$ cat src/rtl/filtb_chan_sched.sv
// Round-robin scheduler sharing one DML (long-term average) update datapath across NCH channels.
// Optional per-channel clear input CLR is enabled by defining FILTB_SCHED_CLR_EN.
module filtb_chan_sched #(
    parameter int unsigned NCH = 4,
    parameter int unsigned CHW = 2
) (
    input  logic             clk,
    input  logic             reset,
    input  logic [NCH-1:0]   REQ,
    input  logic [3*NCH-1:0] FI_IN,
    output logic [NCH-1:0]   GNT,
    output logic             DONE,
    output logic [CHW-1:0]   DONE_CH,
    output logic [13:0]      DML_OUT,
    output logic             BUSY,
    input  logic [CHW-1:0]   RD_CH,
    output logic [13:0]      RD_DML
`ifdef FILTB_SCHED_CLR_EN
    ,
    input  logic [NCH-1:0]   CLR
`endif
);

    typedef enum logic [1:0] {
        IDLE = 2'd0,
        CALC = 2'd1,
        WB   = 2'd2
    } state_t;

    state_t state;
    state_t state_nxt;

    logic [13:0]    dml_mem [NCH];
    logic [CHW-1:0] ptr;

    logic [CHW-1:0] ch_q;
    logic [2:0]     fi_q;
    logic [13:0]    dml_q;
    logic [13:0]    dmlp_q;

    logic           found;
    logic [CHW-1:0] pick;
    logic [2:0]     fi_pick;
    logic           load;
    logic           wr;

    logic [14:0]    dif;
    logic [13:0]    difsx;
    logic [13:0]    dmlp_c;

    // First requesting channel at or above the pointer, wrapping around.
    always_comb begin
        int unsigned idx;
        found   = 1'b0;
        pick    = '0;
        fi_pick = '0;
        idx     = 0;
        for (int unsigned i = 0; i < NCH; i++) begin
            idx = (32'(ptr) + i) % NCH;
            if (!found && REQ[idx]) begin
                found   = 1'b1;
                pick    = CHW'(idx);
                fi_pick = FI_IN[3*idx +: 3];
            end
        end
    end

    // The +32768 term vanishes modulo 2^15; DIFSX is DIF>>7 sign-extended to 14 bits.
    always_comb begin
        dif    = {1'b0, fi_q, 11'd0} - {1'b0, dml_q};
        difsx  = {{6{dif[14]}}, dif[14:7]};
        dmlp_c = difsx + dml_q;
    end

    always_ff @(posedge clk) begin
        if (reset) begin
            state <= IDLE;
        end else begin
            state <= state_nxt;
        end
    end

    always_comb begin
        state_nxt = state;
        load      = 1'b0;
        wr        = 1'b0;
        GNT       = '0;
        DONE      = 1'b0;
        DONE_CH   = '0;
        DML_OUT   = '0;
        BUSY      = 1'b0;
        case (state)
            IDLE: begin
                if (found) begin
                    load      = 1'b1;
                    state_nxt = CALC;
                end
            end
            CALC: begin
                BUSY      = 1'b1;
                state_nxt = WB;
            end
            WB: begin
                BUSY      = 1'b1;
                wr        = 1'b1;
                DONE      = 1'b1;
                DONE_CH   = ch_q;
                DML_OUT   = dmlp_q;
                GNT[ch_q] = 1'b1;
                state_nxt = IDLE;
            end
            default: begin
                state_nxt = IDLE;
            end
        endcase
    end

    always_ff @(posedge clk) begin
        if (reset) begin
            ch_q   <= '0;
            fi_q   <= '0;
            dml_q  <= '0;
            dmlp_q <= '0;
        end else begin
            if (load) begin
                ch_q  <= pick;
                fi_q  <= fi_pick;
                dml_q <= dml_mem[pick];
            end
            if (state == CALC) begin
                dmlp_q <= dmlp_c;
            end
        end
    end

    always_ff @(posedge clk) begin
        if (reset) begin
            ptr <= '0;
        end else if (wr) begin
            ptr <= (32'(ch_q) == NCH - 1) ? '0 : ch_q + 1'b1;
        end
    end

    always_ff @(posedge clk) begin
        if (reset) begin
            for (int unsigned k = 0; k < NCH; k++) begin
                dml_mem[k] <= '0;
            end
        end else begin
            for (int unsigned k = 0; k < NCH; k++) begin
                if (wr && ch_q == CHW'(k)) begin
                    dml_mem[k] <= dmlp_q;
                end
`ifdef FILTB_SCHED_CLR_EN
                // A clear overrides a same-cycle writeback to that channel.
                if (CLR[k]) begin
                    dml_mem[k] <= '0;
                end
`endif
            end
        end
    end

    always_comb begin
        RD_DML = '0;
        if (32'(RD_CH) < NCH) begin
            RD_DML = dml_mem[RD_CH];
        end
    end

endmodule

$ cat config.mk
export PLATFORM = sky130hd
export DESIGN_NAME = filtb_chan_sched
export DESIGN_NICKNAME = d
export VERILOG_FILES = /design/src/rtl/filtb_chan_sched.sv
export SDC_FILE = /design/constraint.sdc
export NUM_CORES = 1
export LEC_CHECK = 0
export ABC_AREA = 1
export ABC_CLOCK_PERIOD_IN_PS = 3900
export BUFFER_PORTS_ARGS = -buffer_cell sky130_fd_sc_hd__clkbuf_2
export CAP_MARGIN = 20
export CORE_ASPECT_RATIO = 0.9
export CORE_MARGIN = 1.5
export CORE_UTILIZATION = 55
export CTS_CLUSTER_DIAMETER = 80
export DETAILED_ROUTE_END_ITERATION = 8
export PLACE_DENSITY = 0.78
export SETUP_SLACK_MARGIN = 0.02
export SLEW_MARGIN = 40
export SYNTH_ARGS = -nofsm -noshare
export SYNTH_HDL_FRONTEND = slang
export SYNTH_SLANG_ARGS = --single-unit
$ cat constraint.sdc
create_clock -name clk -period 3.9 [get_ports clk]
set_input_delay 0.39 -clock clk [delete_from_list [all_inputs] [get_ports clk]]
set_output_delay 0.39 -clock clk [all_outputs]
set_load 0.01 [all_outputs]
# After elaboration in Yosys (flattened, before gate mapping)
# Memory sizes are Yosys's and may differ from the RTL's. A register that Yosys moved wholly into a read port is not among the register bits.
# Cells that the tools add are included.
# W data, S select, Z words.
# totals
elab_cells	100
in_bits	20
out_inout_bits	36
memories	1
regBits	23
ram_bits	56
# op_classes
order_cmp	6
add_sub_neg	6
bitwise	4
reduce_logical	14
n_mux	50
n_shift	4
n_mul	4
n_eq_ne	6
# mem_list
memory	words	word_bits	rd	rd_clocked_by_memory_dff	wr	line	rtl
dml_mem	4	14	2	1	4	33	logic [13:0] dml_mem [NCH];
# op_table
cell	n
$mux W14	5
$shiftx A12 B5 Y3	4
$mux W1	27
$mul A2 B2 Y4 const A	4
$lt A2 B3 Y1 const B	5
$sub A14 B14 Y15	1
$add A14 B14 Y14	1
$mux W2	7
$mux W3	4
$bmux W1 S2	4
$logic_and A1 B1 Y1	8
$eq A2 B2 Y1 const B	3
$add A2 B1 Y2 const B	2
$add A2 B2 Y2 const B	2
$eq A2 B1 Y1 const B	2
$logic_not A2 Y1	2
$mux W4	1
$or A1 B1 Y1	4
$pmux W2 S2	1
$logic_not A1 Y1	3
$demux W1 S2	1
$ge A2 B1 Y1 const B	1
$ne A2 B2 Y1 const B	1
$reduce_or A2 Y1	1

# Depth between registers and ports, before layout
# depth
depth_word	14
depth_mapped	20

# Worst setup path before layout
# No wires, ideal clock.
# synth_timing
path_kind	reg2reg
from	register dml_q[1], read port of dml_mem
to	register dmlp_q[8]
n_path_buf	0
stages_incl_launch_ff	17
synth_period_minus_slack_ns	2.635
arrival_ns	2.519
t_required_ns	3.785
path_slack_ns	1.265
cell_sequence	dfxtp_1 nor2_1 nand3_1 nor2_1 nand2_1 nor2_1 nand2_1 o21bai_1 xnor2_1 inv_1 ha_1 a21oi_1 a21boi_0 o21ai_0 xor2_1 o21ai_0 inv_1
# synth_between
elab_chain_len	2
# synth_rtl
element	line	rtl
from (decl)	38	logic [13:0] dml_q;
$sub A14 B14 Y15	70	dif = {1'b0, fi_q, 11'd0} - {1'b0, dml_q};
$add A14 B14 Y14 *	72	dmlp_c = difsx + dml_q;
to (signal assigned)	131	dmlp_q <= dmlp_c;
to (decl)	39	logic [13:0] dmlp_q;
# Every way passes the cells marked *; elsewhere a longest branch is shown, timed or not.
# A chain may end at the register's enable or synchronous reset.

# Worst setup path after layout
# layout_timing
from	register dml_q[1], read port of dml_mem
to	register dmlp_q[12]
# Same word-level chain as after synthesis.

==> qor.csv <==
stage,metric,value,unit
outcome,status,completed,
setup_path,Setup crit start kind,register,
synthesis,Compound-Gate Fraction of Synth Area,14.2,%
timing,RSZ-0062 raised after global routing,no,
setup_path,Setup crit end kind,register,
synthesis,post-synth top area share,27.9,%
pwr,cell internal pwr,2.27,mW
final_layout,share of layout cells above drive strength 1,12.0,%
synthesis,Netlist cell types,38,
timing,Worst Hold Slack,0.548,ns
synthesis,multiplexer share of the synthesized area,0.497,%
clocking,TritonCTS clock tree,built,
clocking,Clock Tree Root,clkbuf_16,
setup_path,crit-path cells,"nor2_1, nand3_1, nor2_1, nand2_1, nor2_1, nand2_1, o21bai_1, xnor2_1, inv_1, ha_1, nand2_1, inv_1, a21boi_0, o21ai_0, nand2_1, nand3_1, nand2_1, o21ai_0, inv_1",
timing,endpoints failing setup,0,
setup_path,Slowest cell on crit path,o21ai_0,
routing,Vias,5468,
floorplanning,Ports,56,
setup_path,Bufs and invs on worst path,3,
pwr,total power,4.08,mW
synthesis,#FFs+latches synth,93,
pwr,power density cells,621,mW/mm^2
floorplanning,core box area,0.0108,mm^2
setup_path,R2R setup slack,0.78,ns
setup_path,Worst Path Required,4.14,ns
final_layout,fill cell count,981,
global_route,antenna violations before repair,0,
pwr,Comb power frac,48.6,%
timing,final worst-path cycle share,80.1,%
routing,WL/cell,15.1,um
pwr,Seq pwr share,31.5,%
synthesis,synthesized cell area,0.00604,mm^2
synthesis,simple-gate share of the synthesized area,28.1,%
floorplanning,starting density of the core,56.1,%
setup_path,Worst Setup SP,dml_q[1],
synthesis,adder and majority cell fraction of the synthesized area,5.18,%
clocking,clk slew on worst S/H paths,0.07,ns
setup_path,Critical Path Stages,19,
pwr,cell leakage power,3.18,nW
setup_path,Worst R2R End,dmlp_q[12],
floorplanning,Die Area,0.0116,mm^2
clocking,TritonCTS Buffers,9,
placed_design,Placer Congestion,0.951,
synthesis,synthesized area per cell,7.19,um^2
final_layout,nets@finish,917,
global_route,number of global-route vias before repair,4885,
timing,"Hold Vio Cnt, Final",0,
timing,min Tclk post-route,3.12,ns
setup_path,CP Capture Point,dmlp_q[12],
synthesis,Synth area leader,edfxtp_1,
routing,DRT Pass-1 Iters,5,
timing,Layout Skew,0.00842,ns
global_route,global-route wire length before repair,24200,um
clocking,CTS H-tree lvls,3,
routing,drt drc,0,
setup_path,"slowest stage delay, CP",0.44,ns
timing,worst slew pin tran,0.825,ns
clocking,clk sinks,93,
setup_path,worst reg-to-reg path cell count,19,
routing,total wire length,15300,um
setup_path,crit-path max FO,5,
floorplanning,Die Y,102,um
setup_path,Crit path max-delay family,simple AND/OR/NAND/NOR gates,
placed_design,number of buffer cells added on primary ports,55,
synthesis,Area contributors post-synth,"edfxtp_1, nand2_1, dfxtp_1",
synthesis,XOR/XNOR Fraction of Synth Area,1.45,%
clocking,"Setup Fix Bufs, Post-CTS",0,
routing,Vias/cell,5.41,
pwr,Sw Ratio,44.4,%
clocking,Clock Latency Late Sink,0.35,ns
timing,slew margin rel.,44.8,%
floorplanning,FP Rows,36,
synthesis,yosys warns,0,
pwr,Net Switching,1.81,mW
timing,count of final max-slew check failures,0,
synthesis,Post-Syn Instances,840,
placed_design,Setup WS pre-CTS,0.859,ns
pwr,Worst VDD drop,0.000343,V
final_layout,"Area growth, synth to finish",8.73,%
placed_design,DP HPWL,10900,um
global_route,largest net degree at the start of global routing,36,
timing,final worst slack,0.775,ns
pwr,clock share of power,19.9,%
timing,Setup TNS Final,0,ns
floorplanning,DIE WIDTH,113,um
global_route,GRT Util Overall,27.1,%
clocking,maximum buffer depth of the clock tree,2,
routing,Final ANT Viol Nets,0,
setup_path,type of the worst setup path,reg2reg,
synthesis,largest family of logic cells by synthesized area,simple AND/OR/NAND/NOR gates,
clocking,hold_buf cts,0,
synthesis,sequential area share after synthesis,40.1,%
final_layout,ANT cells,0,
routing,initial DRC count,381,
worst_hold_path,Hold Startpoint,ch_q[1],
setup_path,RR Startpoint,dml_q[1],
timing,fmax,0.320,GHz
flow_run,# Max-Cap Violations,0,
synthesis,Post-Synthesis Net Count,885,
worst_hold_path,Worst Hold Class,reg2reg,
clocking,Resized Gates After CTS,0,
setup_path,WP data arrival,3.37,ns
global_route,"Remaining Overflow, GRT",0,
setup_path,Crit path top cell by count,nand2_1,
==> flip-flops by register name (all words and copies together), names as in the netlist <==
| name | count |
|---|---|
| fi_q | 3 |
| ptr | 2 |
| dml_q | 14 |
| dmlp_q | 14 |
| state | 2 |
| ch_q | 2 |
| dml_mem | 56 |
==> worst register-to-register path, delay by kind of cell (launching register included) <==
family / cells / cell delay, ns
adders and majority gates: 1 / 0.31
buffers and inverters: 3 / 0.17
and+or+nand+nor: 10 / 1.13
xor gates and xnor gates: 1 / 0.14
DFF: 1 / 0.35
AOI/OAI and AO/OA: 4 / 0.92
==> final cells by class <==
type	count	area (um^2)	share of cell area, %
clock buffer	10	229	3.49
clock inverter	6	40.0	0.610
inverter	114	435	6.63
multi-input combinational	598	2990	45.5
sequential	93	2420	36.9
tap	133	166	2.54
timing repair buffer	56	283	4.31
==> per-layer routing <==
| layer | wire length [um] | GRT usage, % | up-vias |
|---|---|---|---|
| met3 | 1150 | 5.58 | 23 |
| li1 | - | - | 2764 |
| met5 | 0 | 0 | - |
| met4 | 293 | 9.13 | 0 |
| met1 | 6890 | 36.7 | 2492 |
| met2 | 6950 | 43.6 | 189 |
==> placed cells by master (no fill, tap or decap), types with 4 or more instances in the layout <==
master	synthesis	routed
nand2_1	206	206
nor2_1	128	128
inv_1	108	107
o21ai_0	68	68
edfxtp_1	56	56
clkbuf_2	0	55
a21oi_1	52	52
dfxtp_1	37	37
nand3_1	35	35
ha_1	25	24
o22ai_1	12	12
nand2_2	10	10
o21ai_1	9	9
clkbuf_16	0	9
xor2_1	7	7
nand4_1	5	5
nand2_4	5	5
o21bai_1	4	4
nor3_1	4	4
inv_2	3	4
==> how the worst min path moves through the flow <==
| stage | end | cells after the start | slack, ns |
|---|---|---|---|
| floorplan | ch_q[1] | 2 | 0.49 |
| global placement | ch_q[1] | 2 | 0.52 |
| detailed placement | ch_q[1] | 2 | 0.54 |
| CTS | ch_q[1] | 2 | 0.54 |
| global route | ch_q[1] | 2 | 0.58 |
| finish | ch_q[1] | 2 | 0.55 |
==> power by group through the flow <==
stage	Clock, mW	Sequential, mW	Combinational, mW
CTS	0.806	1.28	1.96
global route	0.845	1.30	2.24
floorplan	0	1.26	1.54
detailed placement	0	1.30	1.94
finish	0.812	1.28	1.98
global placement	0	1.30	1.91
==> kinds of logic after synthesis <==
logic type | after synthesis
AO/OA/AOI/OAI | 157
XOR/XNOR | 10
adder cells (fa/ha/maj) | 25
buffers and inverters | 149
flip-flops | 93
multiplexers | 3
AND/OR/NAND/NOR | 403
==> per-stage QoR <==
stage	instances	util [%]	instance area (um^2)
global placement	994	58.4	6290
finish	1010	61.0	6560
CTS	1010	60.9	6560
detailed placement	994	58.4	6290
global route	1010	61.0	6560
floorplan	840	-	6040
==> Yosys cell counts, drive strengths merged <==
cell    number
nor3         4
edfxtp      56
ha          25
o21a         1
o22ai       12
xor2         7
a21boi       2
mux2i        3
a221oi       1
a211oi       2
nor2       132
nand3       39
xnor2        3
o221a        1
nor4         2
nand4        5
dfxtp       37
nand2      221
buf         11
o21bai       4
o21ai       80
a21oi       53
o211ai       1
inv        114
clkbuf      24
Note: power is estimated with default switching activity, not from simulation.
